## config.mk

```make
export PLATFORM = sky130hd
export DESIGN_NAME = vram_line_fetcher
export DESIGN_NICKNAME = d
export VERILOG_FILES = /design/src/rtl/vram_line_fetcher.sv
export SDC_FILE = /design/constraint.sdc
export NUM_CORES = 1
export LEC_CHECK = 0
export ABC_CLOCK_PERIOD_IN_PS = 5400
export CELL_PAD_IN_SITES_DETAIL_PLACEMENT = 1
export CELL_PAD_IN_SITES_GLOBAL_PLACEMENT = 2
export CORE_ASPECT_RATIO = 0.7
export CORE_MARGIN = 3
export CORE_UTILIZATION = 25
export CTS_BUF_LIST = sky130_fd_sc_hd__clkbuf_4 sky130_fd_sc_hd__clkbuf_8
export CTS_CLUSTER_SIZE = 25
export DETAILED_ROUTE_END_ITERATION = 10
export GPL_ROUTABILITY_DRIVEN = 0
export PLACE_DENSITY_LB_ADDON = 0.25
export SYNTH_ARGS = -nofsm -noshare
export SYNTH_HDL_FRONTEND = slang
export SYNTH_SLANG_ARGS = --single-unit
```

## constraint.sdc

```tcl
create_clock -name clock -period 5.4 [get_ports clock]
set_input_delay 1.08 -clock clock [delete_from_list [all_inputs] [get_ports clock]]
set_output_delay 1.08 -clock clock [all_outputs]
set_load 0.02 [all_outputs]
```

## src/rtl/vram_line_fetcher.sv

```systemverilog
// Scanline prefetcher: streams H_WORDS consecutive VRAM words (1-cycle read latency)
// into a small FIFO that feeds the pixel serializer over valid/ready.
//
// state | meaning
// IDLE  | waiting for line_start; FIFO empty
// FETCH | issuing one read per cycle while FIFO credit allows
// DRAIN | all reads issued; waiting for the last capture and the FIFO to empty
module vram_line_fetcher #(
    parameter int ADDR_W     = 14,
    parameter int DATA_W     = 32,
    parameter int FIFO_DEPTH = 8,
    parameter int H_WORDS    = 80
) (
    input  logic              clock,
    input  logic              reset_n,
    input  logic              line_start,
    input  logic [ADDR_W-1:0] line_base,
    output logic [ADDR_W-1:0] vram_addr,
    input  logic [DATA_W-1:0] vram_q,
    output logic [DATA_W-1:0] pix_data,
    output logic              pix_valid,
    input  logic              pix_ready,
    output logic              busy,
    output logic              line_done,
    output logic              underrun
);

    localparam int PTR_W = $clog2(FIFO_DEPTH);
    localparam int CNT_W = $clog2(FIFO_DEPTH + 1);
    localparam int ISS_W = $clog2(H_WORDS + 1);
    localparam logic [CNT_W-1:0] FULL_C    = CNT_W'(FIFO_DEPTH);
    localparam logic [CNT_W:0]   DEPTH_C   = (CNT_W + 1)'(FIFO_DEPTH);
    localparam logic [ISS_W-1:0] LAST_ISS  = ISS_W'(H_WORDS - 1);

    typedef enum logic [1:0] {
        IDLE  = 2'd0,
        FETCH = 2'd1,
        DRAIN = 2'd2
    } state_t;

    state_t            state_q, state_d;
    logic [ADDR_W-1:0] addr_q, addr_d;
    logic [ISS_W-1:0]  iss_q, iss_d;
    logic              inflight_q, inflight_d;
    logic [PTR_W-1:0]  wr_ptr_q, wr_ptr_d;
    logic [PTR_W-1:0]  rd_ptr_q, rd_ptr_d;
    logic [CNT_W-1:0]  count_q, count_d;
    logic              line_done_q, line_done_d;
    logic [DATA_W-1:0] fifo_mem_q [FIFO_DEPTH];

    logic              push;
    logic              pop;
    logic              credit;
    logic [CNT_W:0]    occupancy;

    assign pix_valid = (count_q != '0);
    assign pix_data  = pix_valid ? fifo_mem_q[rd_ptr_q] : '0;
    assign vram_addr = addr_q;
    assign busy      = (state_q != IDLE);
    assign line_done = line_done_q;
    assign underrun  = pix_ready && !pix_valid && (state_q == FETCH || state_q == DRAIN);

    // A word already in flight will occupy a slot next cycle, so it counts against credit.
    assign occupancy = {1'b0, count_q} + {{CNT_W{1'b0}}, inflight_q};
    assign credit    = (occupancy < DEPTH_C);

    always_comb begin
        state_d     = state_q;
        addr_d      = addr_q;
        iss_d       = iss_q;
        inflight_d  = 1'b0;
        wr_ptr_d    = wr_ptr_q;
        rd_ptr_d    = rd_ptr_q;
        count_d     = count_q;
        line_done_d = 1'b0;
        push        = inflight_q;
        pop         = pix_valid && pix_ready;

        if (push) begin
            wr_ptr_d = wr_ptr_q + PTR_W'(1);
        end
        if (pop) begin
            rd_ptr_d = rd_ptr_q + PTR_W'(1);
        end
        unique case ({push, pop})
            2'b10:   count_d = count_q + CNT_W'(1);
            2'b01:   count_d = count_q - CNT_W'(1);
            default: count_d = count_q;
        endcase

        unique case (state_q)
            IDLE: ;
            FETCH: begin
                if (credit) begin
                    inflight_d = 1'b1;
                    addr_d     = addr_q + ADDR_W'(1);
                    iss_d      = iss_q + ISS_W'(1);
                    if (iss_q == LAST_ISS) begin
                        state_d = DRAIN;
                    end
                end
            end
            DRAIN: begin
                // Leave on the cycle of the final pop so line_done follows it directly.
                if (!inflight_q && count_d == '0) begin
                    state_d     = IDLE;
                    line_done_d = 1'b1;
                end
            end
            default: state_d = IDLE;
        endcase

        // A new line overrides everything, including a pending capture, pop or completion.
        if (line_start) begin
            state_d     = FETCH;
            addr_d      = line_base;
            iss_d       = '0;
            inflight_d  = 1'b0;
            wr_ptr_d    = '0;
            rd_ptr_d    = '0;
            count_d     = '0;
            line_done_d = 1'b0;
            push        = 1'b0;
            pop         = 1'b0;
        end
    end

    always_ff @(posedge clock or negedge reset_n) begin
        if (!reset_n) begin
            state_q     <= IDLE;
            addr_q      <= '0;
            iss_q       <= '0;
            inflight_q  <= 1'b0;
            wr_ptr_q    <= '0;
            rd_ptr_q    <= '0;
            count_q     <= '0;
            line_done_q <= 1'b0;
        end else begin
            state_q     <= state_d;
            addr_q      <= addr_d;
            iss_q       <= iss_d;
            inflight_q  <= inflight_d;
            wr_ptr_q    <= wr_ptr_d;
            rd_ptr_q    <= rd_ptr_d;
            count_q     <= count_d;
            line_done_q <= line_done_d;
        end
    end

    always_ff @(posedge clock) begin
        if (push) begin
            fifo_mem_q[wr_ptr_q] <= vram_q;
        end
    end

    full_push_a: assert property (@(posedge clock) disable iff (!reset_n) !(push && count_q == FULL_C));

endmodule

```

# Yosys cells after proc, flatten, opt, wreduce, memory -nomap -nowiden

Memory sizes are Yosys's and may differ from the RTL's.
Cells that the tools add are included.

Input bits: 50
Output and inout port bits: 50
Bits in writable memories: 256
Logic and storage cells: 70
Register bits: 35
Memories kept: 1

Magnitude comparators: 1
Add/subtract/negate cells: 7
Muxes and demuxes: 27
Equal/unequal tests: 9
Reduce and logical (&&, ||, !) cells: 17

Memories:

| memory     | depth | width | read ports | clocked after memory_dff | write ports | line | text |
|---|---|---|---|---|---|---|---|
| fifo_mem_q | 8     | 32    | 1          | 0                        | 1           | 49   | `logic [DATA_W-1:0] fifo_mem_q [FIFO_DEPTH];` |

Operators with widths:

| operator                | count |
|---|---|
| $mux W14                | 3 |
| $mux W32                | 1 |
| $mux W7                 | 3 |
| $add A14 B1 Y14 const B | 1 |
| $mux W3                 | 4 |
| $reduce_bool A2 Y1      | 5 |
| $mux W1                 | 9 |
| $mux W2                 | 4 |
| $pmux W4 S2             | 1 |
| $add A7 B1 Y7 const B   | 1 |
| $eq A7 B7 Y1 const B    | 1 |
| $add A3 B1 Y3 const B   | 2 |
| $ne A3 B2 Y1 const B    | 2 |
| $pmux W2 S3             | 1 |
| $add A4 B1 Y5           | 1 |
| $lt A5 B4 Y1 const B    | 1 |
| $add A4 B1 Y4 const B   | 1 |
| $eq A2 B1 Y1 const B    | 2 |
| $eq A2 B2 Y1 const B    | 2 |
| $logic_and A1 B1 Y1     | 4 |
| $logic_not A4 Y1        | 1 |
| $mux W4                 | 1 |
| $reduce_and A4 Y1       | 1 |
| $reduce_bool A4 Y1      | 1 |
| other kinds (7)         | 8 |

# Logic depth before layout (Yosys ltp)

Gate-level depths: netlist of the first run.

Word-level depth: 9
Gate-level depth with buffers: 13
Mapped depth without buffers: 11

# Worst setup path after synthesis of the first run

No wires, ideal clock.

Path type: input to register
Start: input port line_start
End: memory fifo_mem_q[6][0] (enable)
Arrival: 4.705 ns
Slack: 0.182 ns
Cell stages on the path: 2
Data required time: 4.887 ns
Setup time: 0.513 ns
Path buffers: 1
Path through: clkbuf_1 nor4b_1

Longest elaborated chain between the ends: 3

Ends and longest elaborated chain:

| item                          | line | text |
|---|---|---|
| start: declaration            | 16   | `input logic line_start,` |
| $mux W1                       | 114  | `if (line_start) begin` |
| $mux W1                       | 151  | `if (push) begin` |
| $mux W1 (not written as such) | 152  | `fifo_mem_q[wr_ptr_q] <= vram_q;` |
| end: declaration              | 49   |  |

No other way between the ends.

# Worst setup path after layout of the first run

Start: register rd_ptr_q[0]
End: output port pix_data[6]

Longest elaborated chain between the ends: 2

Ends and longest elaborated chain:

| item                     | line | text |
|---|---|---|
| start: declaration       | 46   | `logic [PTR_W-1:0] rd_ptr_q, rd_ptr_d;` |
| start signal: assignment | 144  | `rd_ptr_q <= rd_ptr_d;` |
| $mem_v2 Z8 W32           | -    |  |
| $mux W32                 | 57   | `assign pix_data = pix_valid ? fifo_mem_q[rd_ptr_q] : '0;` |
| end: declaration         | 20   | `output logic [DATA_W-1:0] pix_data,` |

No other way between the ends.

==> results of run 1 <==
## layer usage
metal | vias to the layer above | GRT usage
met5 | - | 0
met4 | 4 | 0.0299
met3 | 38 | 0.0314
met2 | 112 | 0.191
met1 | 3249 | 0.159
li1 | 2762 | -
## synth_stat cells, types with 6 or more instances
| library cell | instances | area (sq um) |
|---|---|---|
| sky130_fd_sc_hd__edfxtp_1 | 256 | 7690 |
| sky130_fd_sc_hd__nand4_1 | 10 | 62.6 |
| sky130_fd_sc_hd__clkbuf_1 | 19 | 71.3 |
| sky130_fd_sc_hd__o21ai_0 | 15 | 75.1 |
| sky130_fd_sc_hd__dfrtp_1 | 35 | 876 |
| sky130_fd_sc_hd__xnor2_1 | 11 | 96.3 |
| sky130_fd_sc_hd__nor2_1 | 58 | 218 |
| sky130_fd_sc_hd__mux4_2 | 64 | 1440 |
| sky130_fd_sc_hd__mux2i_1 | 37 | 370 |
| sky130_fd_sc_hd__nand2_1 | 27 | 101 |
| sky130_fd_sc_hd__ha_1 | 10 | 125 |
| sky130_fd_sc_hd__inv_1 | 9 | 33.8 |
| sky130_fd_sc_hd__nor3_1 | 6 | 30.0 |
| sky130_fd_sc_hd__xor2_1 | 14 | 123 |
| sky130_fd_sc_hd__buf_2 | 8 | 40.0 |
| sky130_fd_sc_hd__nor4_1 | 6 | 37.5 |
## worst max-delay path by stage
| stage | startpoint | to |
|---|---|---|
| after CTS | rd_ptr_q[0] | pix_data[6] |
| after global placement | pix_ready | state_q[1] |
| after global routing | rd_ptr_q[0] | pix_data[13] |
| after detailed placement | pix_ready | state_q[1] |
| after floorplan | line_start | fifo_mem_q[6][0] |
| final | rd_ptr_q[0] | pix_data[6] |
## logic make-up (layout without fill, tap and decap cells)
kind of cell             after synthesis  in the layout
adder cells (fa/ha/maj)               10             10
AO/OA/AOI/OAI                         28             28
multiplexers                         102            102
flip-flops                           291            291
XOR/XNOR                              25             25
buffers and inverters                 44            211
AND/OR/NAND/NOR                      131            131
## worst min-delay path: cells and delay by family (launching register included)
family           cells  cell delay, ns
flip-flops           1            0.37
AND/OR/NAND/NOR      1            0.07
XOR/XNOR             1            0.07
## flip-flops by register name, indices dropped and copies added (netlist names)
signal,cells
count_q,4
state_q,2
iss_q,7
rd_ptr_q,3
vram_addr,14
inflight_q,1
fifo_mem_q,256
wr_ptr_q,3
line_done,1
## final cells by class
type | count | area, sq um
tap | 603 | 754
fill | 4675 | 31300
timing repair buffer | 119 | 1140
multi-input combinational | 296 | 3040
inverter | 9 | 33.8
clock buffer | 65 | 788
sequential | 291 | 8570
clock inverter | 18 | 93.8
## power by group
part / switching (mW) / internal, mW / leakage [nW]
registers: 0.180 / 2.58 / 2.76
logic: 0.974 / 0.885 / 1.38
clock network: 0.861 / 0.946 / 0.468
total: 2.02 / 4.41 / 4.60
==> metrics.log, run 1 <==
INFO  metric outcome = complete, no violations
INFO  metric drt.antenna.violating_nets = 0
INFO  metric finalWorstPathRequiredPeriod = 4.31 ns
INFO  metric maxCapViolCount = 0
INFO  metric worst_r2r_startpoint = count_q[0]
INFO  metric ctsResizeCount = 0
INFO  metric maxUsedRoutingLayer = met5
INFO  metric final-max-slew-violation-count = 0
INFO  metric htreeDepth = 2
INFO  metric totalNegativeSetupSlack = 0 ns
INFO  metric route.vias.total = between 6,000 and 7,000
INFO  metric drcViolationCount = 0
INFO  metric fin_cells = 1,401
INFO  metric slowest_stage = sky130_fd_sc_hd__dfrtp_4
INFO  metric worst_setup_path_end_kind = output port
INFO  metric cp.arrival = 3.23 ns
INFO  metric worstPathCellList = buf_4 > mux4_2 > mux2i_1 > nor2_1 > clkdlybuf4s50_1
INFO  metric finish.net_count = ~820
INFO  metric grt_first_pass_wirelength = about 44 mm
INFO  metric detailed_place.area = roughly 14,000 sq um
INFO  metric core = 45,700 sq um
INFO  metric worst_hold_launch = iss_q[6]
INFO  metric vdd_ir_drop_max = 0.000207 V
INFO  metric worst-setup-path-type = register to output port
INFO  metric post_synth_and_or_nand_nor_area_fraction = 0.0546
INFO  metric ys_types = 44
INFO  metric clock.fmax = approximately 230 MHz
INFO  metric slew_headroom = 0.284
INFO  metric clock_sink_count = around 290
INFO  metric power.density = roughly 450 nW/um^2
INFO  metric synth_compound_gate_area_share = 0.0145
INFO  metric number_of_synthesized_flops_with_an_enable_pin = about 260
INFO  metric worstReg2RegEnd = state_q[1]
INFO  metric worst_hold_path.endpoint = iss_q[6]
INFO  metric placed_cells = between 1,000 and 1,500
INFO  metric cts-buffers-inserted = 47
INFO  metric finalHoldViolations = 0
INFO  metric count_of_inserted_antenna_diode_cells = 0
INFO  metric grt_setup_unrepaired = false
INFO  metric grt_pass1_vias = just over 7,000
INFO  metric clock_tree.root_cell = sky130_fd_sc_hd__clkbuf_8
INFO  metric path_depth = 5
INFO  metric globalRouteOverflowTotal = 0
INFO  metric crit_path_start_kind = register
INFO  metric ys_async_sr_fraction = 0.120
INFO  metric worst_setup_hold_path_clk_slew = ~0.060 ns
INFO  metric post_route_skew = between 0.02 and 0.03 ns
INFO  metric drtPass1Iterations = 4
INFO  metric hold-worst-slack = 0.551 ns
INFO  metric post-cts-setup-buffers = 0
INFO  metric synthesized_cell_area = around 12,000 sq um
INFO  metric wire_length_reported_by_the_detailed_router = ~29 mm
INFO  metric worst-slew-pin-transition = approximately 1.1 ns
INFO  metric cts_tree = yes
INFO  metric drt-vias-per-instance = 4.40
INFO  metric critPathRequiredTime = between 4 and 5 ns
INFO  metric syn-mean-instance-area = ~19 sq um
INFO  metric wl_met3 = 1.42 mm
INFO  metric synth_flop_cell = sky130_fd_sc_hd__edfxtp_1
INFO  metric clkLatencyLatePin = 0.58 ns
INFO  metric fraction_of_synthesized_area_in_multiplexers = 0.155
INFO  metric dr_iter_0_viols = roughly 340
INFO  metric fp.dieArea = about 50,000 sq um
INFO  metric yosys_warnings = 0
INFO  metric post-route-util = 0.316
INFO  metric fin_area = between 10,000 and 15,000 sq um
INFO  metric die_height = 187 microns
INFO  metric pre_cts_ws = between 1 and 1.5 ns
INFO  metric io-pin-count = 100
INFO  metric portBuffers = a little under 100
INFO  metric total_power = around 6.4 mW
INFO  metric floorplan.initialDensity = 0.257
INFO  metric detail_route.wirelength.met1 = 13.7 mm
INFO  metric placementRows = 65
INFO  metric setup.reg_to_reg.worst_slack = 1.95 ns
INFO  metric crit_path_max_fanout = 23
INFO  metric max-clock-path-buffers = 3
INFO  metric holdPathStages = 2
INFO  metric worst-path-buf-inv = 2
INFO  metric worstRegToRegCells = 11
INFO  metric synth_xor_xnor_area_share = 0.0187
INFO  metric detail_route.wl_per_cell = about 21 microns
INFO  metric synth_top_family_by_area = multiplexers
INFO  metric layout.cells.most_common = sky130_fd_sc_hd__edfxtp_1
INFO  metric final.period_utilization = 0.798
INFO  metric area_growth_syn_to_layout = 22.9%
INFO  metric final_cell_mix = sky130_fd_sc_hd__edfxtp_1 (256), sky130_fd_sc_hd__clkdlybuf4s50_1 (99), sky130_fd_sc_hd__mux4_2 (64)
INFO  metric critPathMaxStageDelay = approximately 0.75 ns
INFO  metric largest_net_degree_at_the_start_of_global_routing = 67
INFO  metric met2RoutedLength = roughly 14 mm
INFO  metric hold_buffers = 0
INFO  metric drive_above_1_share = 0.217
INFO  metric detailed_place_hpwl = about 17 mm
INFO  metric post_synthesis_sequential_area_ratio = 0.730
INFO  metric critical_path.top_delay_family = buffers and inverters
INFO  metric setup_violations = 0
INFO  metric p_leak = roughly 4.6 nW
INFO  metric dieWidth = roughly 260 microns
INFO  metric synth_adder_area_share = 0.0107
INFO  metric postSynthCellCount = 631
INFO  metric globalRouteTotalUtil = 0.118
INFO  metric number_of_nets_in_the_synthesized_netlist = between 600 and 700
INFO  metric layout_setup_ws = approximately 1.1 ns
INFO  metric antenna_found_initial = 2
INFO  metric hold_crit_class = register to register
INFO  metric ys_ff_latch = between 200 and 300
(Power assumes the default switching activity.)
==> run 2: changes to the inputs <==
--- a/config.mk
+++ b/config.mk
@@ -5,7 +5,7 @@
 export SDC_FILE = /design/constraint.sdc
 export NUM_CORES = 1
 export LEC_CHECK = 0
-export ABC_CLOCK_PERIOD_IN_PS = 5400
+export ABC_CLOCK_PERIOD_IN_PS = 3650
 export CELL_PAD_IN_SITES_DETAIL_PLACEMENT = 1
 export CELL_PAD_IN_SITES_GLOBAL_PLACEMENT = 2
 export CORE_ASPECT_RATIO = 0.7
==> constraint.sdc (replaced) <==
create_clock -name clock -period 3.65 [get_ports clock]
set_input_delay 0.73 -clock clock [delete_from_list [all_inputs] [get_ports clock]]
set_output_delay 0.73 -clock clock [all_outputs]
set_load 0.02 [all_outputs]
==> run 2 against run 1 <==
Net effect: register-to-register slack worse by 1.7 ns; combinational power up 56%; cell area grew 1.4%; first-iteration DRC count increased by 7.1%; routed wire length decreased by 1.4%; cell count grew 0.86%; critical path depth unchanged; clock skew grew 0.019 ns; clock-buffer cell count shrank 3; highest routed layer unchanged; critical endpoint is now pix_data[5]; hold slack got worse by 0.11 ns; power grew 51%.
==> metrics.log, run 2 (synthesized netlist as in run 1, its figures left out) <==
INFO  metric drtPass1Iterations = 4 (unchanged)
INFO  metric worst_r2r_startpoint = count_q[0] (unchanged)
INFO  metric htreeDepth = 2 (unchanged)
INFO  metric final-max-slew-violation-count = 0 (unchanged)
INFO  metric max-clock-path-buffers = 3 (unchanged)
INFO  metric clock_tree.root_cell = sky130_fd_sc_hd__clkbuf_8 (unchanged)
INFO  metric grt_pass1_vias = 7,047 (was 7,084)
INFO  metric fp.dieArea = 49,600 sq um (unchanged)
INFO  metric worst-slew-pin-transition = 0.643 ns (was 1.07 ns)
INFO  metric largest_register = fifo_mem_q (unchanged)
INFO  metric drt.antenna.violating_nets = 0 (unchanged)
INFO  metric clock.fmax = roughly 280 MHz
INFO  metric worst_setup_hold_path_clk_slew = 0.06 ns (about the same)
INFO  metric count_of_inserted_antenna_diode_cells = 0 (unchanged)
INFO  metric drive_above_1_share = 0.233 (was 0.217)
INFO  metric worst-setup-path-type = register to output port (unchanged)
INFO  metric grt_setup_unrepaired = true (was false)
INFO  metric crit_path_start_kind = register (unchanged)
INFO  metric detailed_place.area = 13,600 sq um (was 13,500 sq um)
INFO  metric cts-buffers-inserted = 51 (was 47)
INFO  metric clock_sink_count = 291 (unchanged)
INFO  metric floorplan.initialDensity = 0.257 (unchanged)
INFO  metric placementRows = 65 (unchanged)
INFO  metric route.vias.total = 6,216 (was 6,165)
INFO  metric cellInternalPower = 6.65 mW (was 4.41 mW)
INFO  metric vdd_ir_drop_max = 0.000302 V (was 0.000207 V)
INFO  metric portBuffers = 99 (unchanged)
INFO  metric total_power = 9.68 mW (was 6.42 mW)
INFO  metric drt-vias-per-instance = 4.40 (about the same)
INFO  metric placed_cells = 1,324 (was 1,318)
INFO  metric area_growth_syn_to_layout = 24.6% (was 22.9%)
INFO  metric finalHoldViolations = 0 (unchanged)
INFO  metric cts_tree = yes (unchanged)
INFO  metric worst_hold_launch = line_start (was iss_q[6])
INFO  metric largest_net_degree_at_the_start_of_global_routing = 51 (was 67)
INFO  metric cp.arrival = 2.79 ns (was 3.23 ns)
INFO  metric worst_setup_path_end_kind = output port (unchanged)
INFO  metric p_comb_frac = 0.300 (was 0.289)
INFO  metric post_route_skew = 0.0469 ns (was 0.0283 ns)
INFO  metric crit_path_max_fanout = 26 (was 23)
INFO  metric power.share.clock = 0.287 (was 0.281)
INFO  metric outcome = complete, no violations (unchanged)
INFO  metric wire_length_reported_by_the_detailed_router = 29.1 mm (was 29.5 mm)
INFO  metric detail_route.wl_per_cell = 20.6 microns (was 21.0 microns)
INFO  metric antenna_found_initial = 2 (unchanged)
INFO  metric fin_area = 14,600 sq um (was 14,400 sq um)
INFO  metric die_height = 187 microns (unchanged)
INFO  metric p_leak = 4.80 nW (was 4.60 nW)
INFO  metric power.density = 662 nW/um^2 (was 445 nW/um^2)
INFO  metric setup_violations = 0 (unchanged)
INFO  metric globalRouteOverflowTotal = 0 (unchanged)
INFO  metric worstRegToRegCells = 11 (unchanged)
INFO  metric setup.reg_to_reg.worst_slack = 0.29 ns (was 1.95 ns)
INFO  metric critPathRequiredTime = 2.92 ns (was 4.32 ns)
INFO  metric power_frac_seq = 0.413 (was 0.429)
INFO  metric finalWorstPathRequiredPeriod = roughly 3.5 ns
INFO  metric hold_crit_class = input port to register (was register to register)
INFO  metric net-switching-power = 3.03 mW (was 2.02 mW)
INFO  metric flip_flop_count_of_the_largest_register_after_layout = 256 (unchanged)
INFO  metric clkLatencyLatePin = 0.61 ns (was 0.58 ns)
INFO  metric worstReg2RegEnd = state_q[1] (unchanged)
INFO  metric grt_first_pass_wirelength = 44.3 mm (was 44.5 mm)
INFO  metric holdPathStages = 2 (unchanged)
INFO  metric layout.cells.most_common = sky130_fd_sc_hd__edfxtp_1 (unchanged)
INFO  metric finish.net_count = 841 (was 824)
INFO  metric io-pin-count = 100 (unchanged)
INFO  metric drcViolationCount = 0 (unchanged)
INFO  metric detailed_place_hpwl = 17.2 mm (about the same)
INFO  metric maxCapViolCount = 0 (unchanged)
INFO  metric switching_share = 0.313 (was 0.314)
INFO  metric core = 45,700 sq um (unchanged)
INFO  metric dr_iter_0_viols = 360 (was 336)
INFO  metric hold-worst-slack = 0.446 ns (was 0.551 ns)
INFO  metric slew_headroom = 0.571 (was 0.284)
INFO  metric final.period_utilization = 0.966
INFO  metric worst_hold_path.endpoint = wr_ptr_q[2] (was iss_q[6])
INFO  metric fin_cells = 1,413 (was 1,401)
INFO  metric globalRouteTotalUtil = 0.119 (was 0.118)
INFO  metric dieWidth = 265 microns (unchanged)
INFO  metric final_cell_mix = sky130_fd_sc_hd__edfxtp_1 (256), sky130_fd_sc_hd__clkdlybuf4s50_1 (89), sky130_fd_sc_hd__mux4_2 (64) (was sky130_fd_sc_hd__edfxtp_1 (256), sky130_fd_sc_hd__clkdlybuf4s50_1 (99), sky130_fd_sc_hd__mux4_2 (64))
==> run 2: cell types whose count changed in the layout (fill, tap and decap cells not counted), moves of 2 or more <==
cell                              change
sky130_fd_sc_hd__dlymetal6s2s_1       +5
sky130_fd_sc_hd__clkinv_2             +4
sky130_fd_sc_hd__clkbuf_4             -6
sky130_fd_sc_hd__clkbuf_8             +3
sky130_fd_sc_hd__clkdlybuf4s50_1     -10
sky130_fd_sc_hd__buf_12               +3
sky130_fd_sc_hd__buf_4                +7
sky130_fd_sc_hd__clkinv_1             -3
sky130_fd_sc_hd__buf_6                +2
sky130_fd_sc_hd__dlygate4sd2_1        +4
==> run 2: how the worst max path moves through the flow <==
stage	from	end	slack [ns]
after floorplan	line_start	fifo_mem_q[6][0]	-1.22
after CTS	rd_ptr_q[1]	pix_data[5]	0.02
after detailed placement	pix_ready	state_q[1]	0.07
after global placement	pix_ready	state_q[1]	0.05
after global routing	rd_ptr_q[0]	pix_data[5]	-0.006
final	rd_ptr_q[0]	pix_data[5]	0.13
==> run 2: cell type report <==
| cell class | count | area, sq um |
|---|---|---|
| fillers | 4661 | 31100 |
| flip-flops and latches | 291 | 8570 |
| multi-input cells | 296 | 3040 |
| repair buffers | 132 | 1310 |
| clock buffers | 62 | 785 |
| well taps | 603 | 754 |
| clock inverters | 20 | 133 |
| inverters | 9 | 33.8 |
==> run 2: critical path, stage by stage (launching register included) <==
cell and delay (ns):
sky130_fd_sc_hd__dfrtp_4 0.56, sky130_fd_sc_hd__buf_16 0.23, sky130_fd_sc_hd__mux4_2 0.36, sky130_fd_sc_hd__mux2i_1 0.07
sky130_fd_sc_hd__nor2_1 0.28, sky130_fd_sc_hd__clkdlybuf4s50_1 0.69
==> run 2: timing repair <==
| action | 4_1_cts | 5_1_grt |
|---|---|---|
| cloned | 0 | 0 |
| resized for setup | 6 | 6 |
| hold buffers | 0 | 0 |
| setup buffers | 1 | 6 |
| endpoints found under the setup margin | 27 | 9 |
==> run 2: metal layers <==
layer  vias to the layer above  wire length [microns]  track usage
li1                       2789                      -            -
met1                      3273                  13000        0.153
met2                       110                  14200        0.198
met3                        40                   1350       0.0314
met4                         4                    491       0.0328
met5                         -                     25            0
==> run 2: power groups by stage <==
stage / sequential (mW) / clock, mW / combinational (mW)
finish: 4.00 / 2.78 / 2.91
floorplan: 4.00 / 0 / 1.80
global route: 4.02 / 3.05 / 3.19
detailed placement: 4.10 / 0 / 2.94
CTS: 4.00 / 2.90 / 2.99
global placement: 4.08 / 0 / 2.91
==> run 2: per-stage QoR <==
stage,util,TNS [ns],worst slack (ns)
final,0.320,0,0.125
after global routing,0.320,-0.00616,-0.00562
after CTS,0.319,0,0.0228
after detailed placement,0.298,0,0.0712
after global placement,0.298,0,0.0519
after floorplan,-,-166.69,-1.22
